File: src/rtl/serial_frame_tx.sv
// Serial frame transmitter: preamble of ones, W data bits, one stop zero.
// All line-facing outputs are registered so the serial line never glitches.
module serial_frame_tx #(
  parameter int W         = 8,
  parameter int PRE_LEN   = 3,
  parameter int LSB_FIRST = 0
) (
  input  logic         clk,
  input  logic         rst,
  input  logic         in_valid,
  input  logic [W-1:0] in_data,
  output logic         in_ready,
  output logic         out,
  output logic         busy,
  output logic         done
);

  localparam int MAXL = (PRE_LEN > W) ? PRE_LEN : W;
  localparam int CW   = $clog2(MAXL) + 1;
  localparam logic [CW-1:0] PRE_LAST  = CW'(PRE_LEN - 1);
  localparam logic [CW-1:0] DATA_LAST = CW'(W - 1);

  typedef enum logic [1:0] {
    S_IDLE,
    S_PRE,
    S_DATA,
    S_STOP
  } state_t;

  state_t         r_state;
  logic [CW-1:0]  r_cnt;
  logic [W-1:0]   r_shift;
  logic           r_out;
  logic           r_busy;
  logic           r_done;
  logic           w_bit;
  logic [W-1:0]   w_shift_nxt;

  assign w_bit       = (LSB_FIRST != 0) ? r_shift[0] : r_shift[W-1];
  assign w_shift_nxt = (LSB_FIRST != 0) ? (r_shift >> 1) : (r_shift << 1);

  assign in_ready = (r_state == S_IDLE) && !rst;
  assign out      = r_out;
  assign busy     = r_busy;
  assign done     = r_done;

  // r_out/r_busy/r_done are loaded with the values belonging to the state
  // being entered, so they line up with r_state in every cycle.
  always_ff @(posedge clk or posedge rst) begin
    if (rst) begin
      r_state <= S_IDLE;
      r_cnt   <= '0;
      r_shift <= '0;
      r_out   <= 1'b0;
      r_busy  <= 1'b0;
      r_done  <= 1'b0;
    end else begin
      r_done <= 1'b0;
      case (r_state)
        S_IDLE: begin
          if (in_valid) begin
            r_state <= S_PRE;
            r_cnt   <= '0;
            r_shift <= in_data;
            r_out   <= 1'b1;
            r_busy  <= 1'b1;
          end else begin
            r_out  <= 1'b0;
            r_busy <= 1'b0;
          end
        end
        S_PRE: begin
          r_busy <= 1'b1;
          if (r_cnt == PRE_LAST) begin
            r_state <= S_DATA;
            r_cnt   <= '0;
            r_out   <= w_bit;
            r_shift <= w_shift_nxt;
          end else begin
            r_cnt <= r_cnt + 1'b1;
            r_out <= 1'b1;
          end
        end
        S_DATA: begin
          r_busy <= 1'b1;
          if (r_cnt == DATA_LAST) begin
            r_state <= S_STOP;
            r_cnt   <= '0;
            r_out   <= 1'b0;
          end else begin
            r_cnt   <= r_cnt + 1'b1;
            r_out   <= w_bit;
            r_shift <= w_shift_nxt;
          end
        end
        S_STOP: begin
          r_state <= S_IDLE;
          r_cnt   <= '0;
          r_out   <= 1'b0;
          r_busy  <= 1'b0;
          r_done  <= 1'b1;
        end
        default: begin
          r_state <= S_IDLE;
          r_cnt   <= '0;
          r_out   <= 1'b0;
          r_busy  <= 1'b0;
        end
      endcase
    end
  end

endmodule
File: config.mk
export PLATFORM = sky130hd
export DESIGN_NAME = serial_frame_tx
export DESIGN_NICKNAME = d
export VERILOG_FILES = /design/src/rtl/serial_frame_tx.sv
export SDC_FILE = /design/constraint.sdc
export NUM_CORES = 1
export LEC_CHECK = 0
export CAP_MARGIN = 20
export CORE_AREA = 2 2 55 57
export DETAILED_ROUTE_END_ITERATION = 16
export DIE_AREA = 0 0 57 59
export SKIP_CTS_REPAIR_TIMING = 1
export SYNTH_ARGS = -nofsm -noshare
export SYNTH_HDL_FRONTEND = slang
export SYNTH_SLANG_ARGS = --single-unit
File: constraint.sdc
create_clock -name clk -period 2.6 [get_ports clk]
set_clock_uncertainty 0.15 [all_clocks]
set_input_delay 0.52 -clock clk [delete_from_list [all_inputs] [get_ports clk]]
set_output_delay 0.52 -clock clk [all_outputs]
set_load 0.03 [all_outputs]
== Word level (Yosys, flattened, before mapping) ==
Cells that the tools add are included.
Storage, ports and cells
  register bits after elaboration: 17
  input port bits: 11
  output and inout port bits: 4
  logic and storage cells: 41
Cells by class
  add/sub/neg operators: 1
  equal/unequal tests: 9
  mux-type cells: 18
  reductions and logical operators: 7
Operators by type and width (count)
  $mux W8: 3
  $pmux W8 S3: 1
  $pmux W4 S4: 1
  $mux W4: 3
  $ne A2 B2 Y1 const B: 4
  $pmux W2 S4: 1
  $mux W2: 3
  $add A4 B1 Y4 const B: 1
  $eq A2 B2 Y1 const B: 2
  $eq A4 B2 Y1 const B: 1
  $eq A4 B3 Y1 const B: 1
  $mux W1: 4
  $pmux W1 S4: 1
  $reduce_and A4 Y1: 1
  $pmux W1 S3: 1
  $reduce_and A3 Y1: 1
  $reduce_bool A3 Y1: 1
  $eq A2 B1 Y1 const B: 1
  $logic_not A2 Y1: 1
  $reduce_or A2 Y1: 1
  $logic_and A1 B1 Y1: 1
  $logic_not A1 Y1: 1

== Logic depth before layout (Yosys ltp) ==
  depth in word-level cells: 3
  gate-level depth with buffers: 7
  gate-level depth less buffers: 6

== Worst setup path after synthesis ==
No wires, ideal clock.
  kind: reg-to-reg
  start: register r_state[0]
  end: register r_shift[0]
  arrival: 1817 ps
  data required time: 2325 ps
  setup slack: 508 ps
  stages on the path, launching flop included: 8
  cell sequence: dfrtp_1 inv_1 ha_1 nor2b_1 buf_6 or4_4 buf_6 mux2_4
Between the ends
  word-level cells in the longest chain between the ends: 3
  elaborated cells between the ends (all ways): 9
  classes of those cells: eq/ne (5); mux (1); reduce/logical (3)
RTL lines
  start, declared: line 30  | state_t r_state;
  start signal, assigned: line 51  | r_state <= S_IDLE;
  start signal, assigned: line 62  | r_state <= S_PRE;
  start signal, assigned: line 75  | r_state <= S_DATA;
  $eq A2 B2 Y1 (tied with other cells): line 59  | case (r_state)
  $ne A2 B2 Y1 (no line) / $reduce_bool A3 Y1 (equally long branches)
  $reduce_and A4 Y1 (no line)
  end signal, assigned: line 64  | r_shift <= in_data;
  end signal, assigned: line 78  | r_shift <= w_shift_nxt;
  end signal, assigned: line 93  | r_shift <= w_shift_nxt;
  end, declared: line 32  | logic [W-1:0] r_shift;
Several ways; a longest one is shown, not always the timed one.
A chain may end at the register's enable or synchronous reset.

== Worst setup path in the final report ==
  start: register r_state[0]
  end: output port in_ready
Between the ends
  word-level cells in the longest chain between the ends: 2
RTL lines
  $logic_not A2 Y1: line 42  | assign in_ready = (r_state == S_IDLE) && !rst;
  $logic_and A1 B1 Y1: line 42
  end, declared: line 12  | output logic in_ready,
Every way passes these cells.

==> run summary <==
Least-Margin Pin Slew: 0.624 ns
Worst Setup Path Type: reg -> out
Sink Count: 17
initial antenna violation count: 0
FF+latch count, synth: 17
residual overflow from global routing: 0
Pwr Total: 1.50 mW
WP data required: 1.93 ns
Slew HR: 0.583
worst hold path type: reg -> reg
clock share of power: 0.093
Final Cell Area: 1160 um^2
die height: 59 um
max cap viols: 0
share of power burned in registers: 0.302
Max FO, Critical Path: 4
Vias: 635
sw frac: 0.364
Worst-Skew Late Latency: 0.29 ns
first-pass GRT wire length: 2830 um
internal power: 0.953 mW
crit path from: r_state[0]$_DFFE_PP0P_
Final WS setup: 0.149 ns
htree depth: 1
synth warn: 0
Post-DP HPWL: 1220 um
number of global-route vias before repair: 613
most common cell after layout, fill and taps aside: dfrtp_1
Leak Pwr: 0.532 nW
setup slack, reg-to-reg: 0.54 ns
Synth top area share: 0.434
1st-pass router iterations: 4
WHS: 0.374 ns
# DRC: 0
Final Hold Viols: 0
Clock Path Buffers: 2
hold path start: r_shift[5]$_DFFE_PP0P_
r2r endpoint: r_shift[6]$_DFFE_PP0P_
CP startpoint kind: flip-flop
Setup crit end: in_ready
met2 track demand over resource: 0.169
Syn Area/Cell: 11.5 um^2
ant diodes: 0
combinational share of power: 0.605
I/O pins: 15
Period minus WS final: 2.45 ns
power density cells: 1290 nW/um^2
CTS tree: built
most frequent cells in the layout: dfrtp_1 (17), clkdlybuf4s50_1 (14), mux2_4 (8)
Non-Filler Instances: 132
busiest grt layer: met2
register clock-pin slew on the reported worst setup and hold paths: 0.09 ns
status: finished, final reports clean
CP arrival: 1.78 ns
Fmax: 408 MHz
Fill cells: 275
Synth area leader: dfrtp_1
largest net degree at the start of global routing: 18
sw power: 0.547 mW
Core Util, Final: 0.430
Mapped Nets: 103
Placer Congestion: 0.763
DIE AREA: 3360 um^2
Worst setup EP type: output pin
port bufs: 14
placed inst area: 1140 um^2
vias per cell: 4.81
Max IR drop VDD: 0.714 mV
pre-CTS WS: 0.203 ns
GR Util met1: 0.150
Slew Viols, Final: 0
post-route ant nets: 0
layout cells sized above 1: 0.198
Synth cell types: 26
core box area: 2710 um^2
Cell Area, Synth: 980 um^2
RSZ-0062 raised after global routing: false
DR iter-0 viols: 13
Post-Place Cells: 128
Final Setup Violations: 0
cell count after synthesis: 85
clk root buf: clkbuf_4
FP Rows: 19
setup tns final: 0 ns
met3 usage: 0.0262
Avg WL per Cell: 12.0 um
Synth area leaders: dfrtp_1 (43%), mux2_4 (12%), ha_1 (8.9%)
final worst-path cycle share: 0.943
sequential share of the synthesized area: 0.434
final WL: 1580 um
R2R depth: 5
Die W: 57 um
TritonCTS Buffers: 3
r2r startpoint: r_state[1]$_DFFE_PP0P_
GRT Util Overall: 0.112
Initial Util: 0.361
area grow syn2layout: 18.9%
# nets final: 120
[synth_stat cells (all sizes together)]
library cell  instances
dfrtp                17
mux2                 15
ha                    7
inv                   6
nand2                 6
o21ai                 5
nor2                  4
nor3                  4
buf                   3
nor2b                 3
mux2i                 2
nand2b                2
a21boi                1
a21oi                 1
a22o                  1
nand3                 1
nor3b                 1
nor4                  1
nor4b                 1
nor4bb                1
o21a                  1
o22ai                 1
or4                   1
[layout make-up]
class / count / area, um^2 / area share
multi-input cells: 59 / 504 / 0.433
flip-flops and latches: 17 / 425 / 0.365
repair buffers: 15 / 148 / 0.127
well taps: 31 / 38.8 / 0.0333
clock buffers: 4 / 26.3 / 0.0226
inverters: 6 / 22.5 / 0.0193
[worst max-delay path, cell delays in order, from the launching register on]
cell and delay (ns):
dfrtp_1 0.41, inv_1 0.13, ha_1 0.17, nor2b_1 0.12
clkdlybuf4s50_1 0.67
[cell families (layout without fill, tap and decap cells)]
group,count (synthesis),after routing,share of synthesized area
compound gates,10,10,0.0613
fa+ha+maj,7,7,0.0894
buf+inv,9,25,0.0511
flops,17,17,0.434
mux,17,17,0.224
simple gates,25,25,0.140
[power groups by stage]
stage	Sequential (mW)	Clock (mW)	Combinational, mW
final	0.453	0.140	0.907
after CTS	0.454	0.147	0.926
after floorplan	0.484	0	0.737
after global routing	0.466	0.162	1.00
after detailed placement	0.456	0	0.927
after global placement	0.451	0	0.909
[flip-flops by register name, summed over array words and instances (netlist names)]
name,flops
r_shift,8
r_cnt,4
r_state,2
busy,1
done,1
out,1
[per-layer routing]
| layer | routed length, um | part of all wire |
|---|---|---|
| met5 | 0 | 0 |
| met4 | 22 | 0.014 |
| met3 | 62 | 0.039 |
| met2 | 744 | 0.47 |
| met1 | 750 | 0.47 |
[worst min path at each step]
| stage | end | slack (ns) | cells after the start |
|---|---|---|---|
| after floorplan | busy$_DFF_PP0_ | 0.30 | 1 |
| after global placement | r_shift[5]$_DFFE_PP0P_ | 0.34 | 1 |
| after detailed placement | r_shift[5]$_DFFE_PP0P_ | 0.35 | 1 |
| after CTS | r_shift[5]$_DFFE_PP0P_ | 0.38 | 1 |
| after global routing | r_shift[5]$_DFFE_PP0P_ | 0.40 | 1 |
| final | r_shift[5]$_DFFE_PP0P_ | 0.37 | 1 |
No activity file was read; power rests on OpenSTA's default activity.
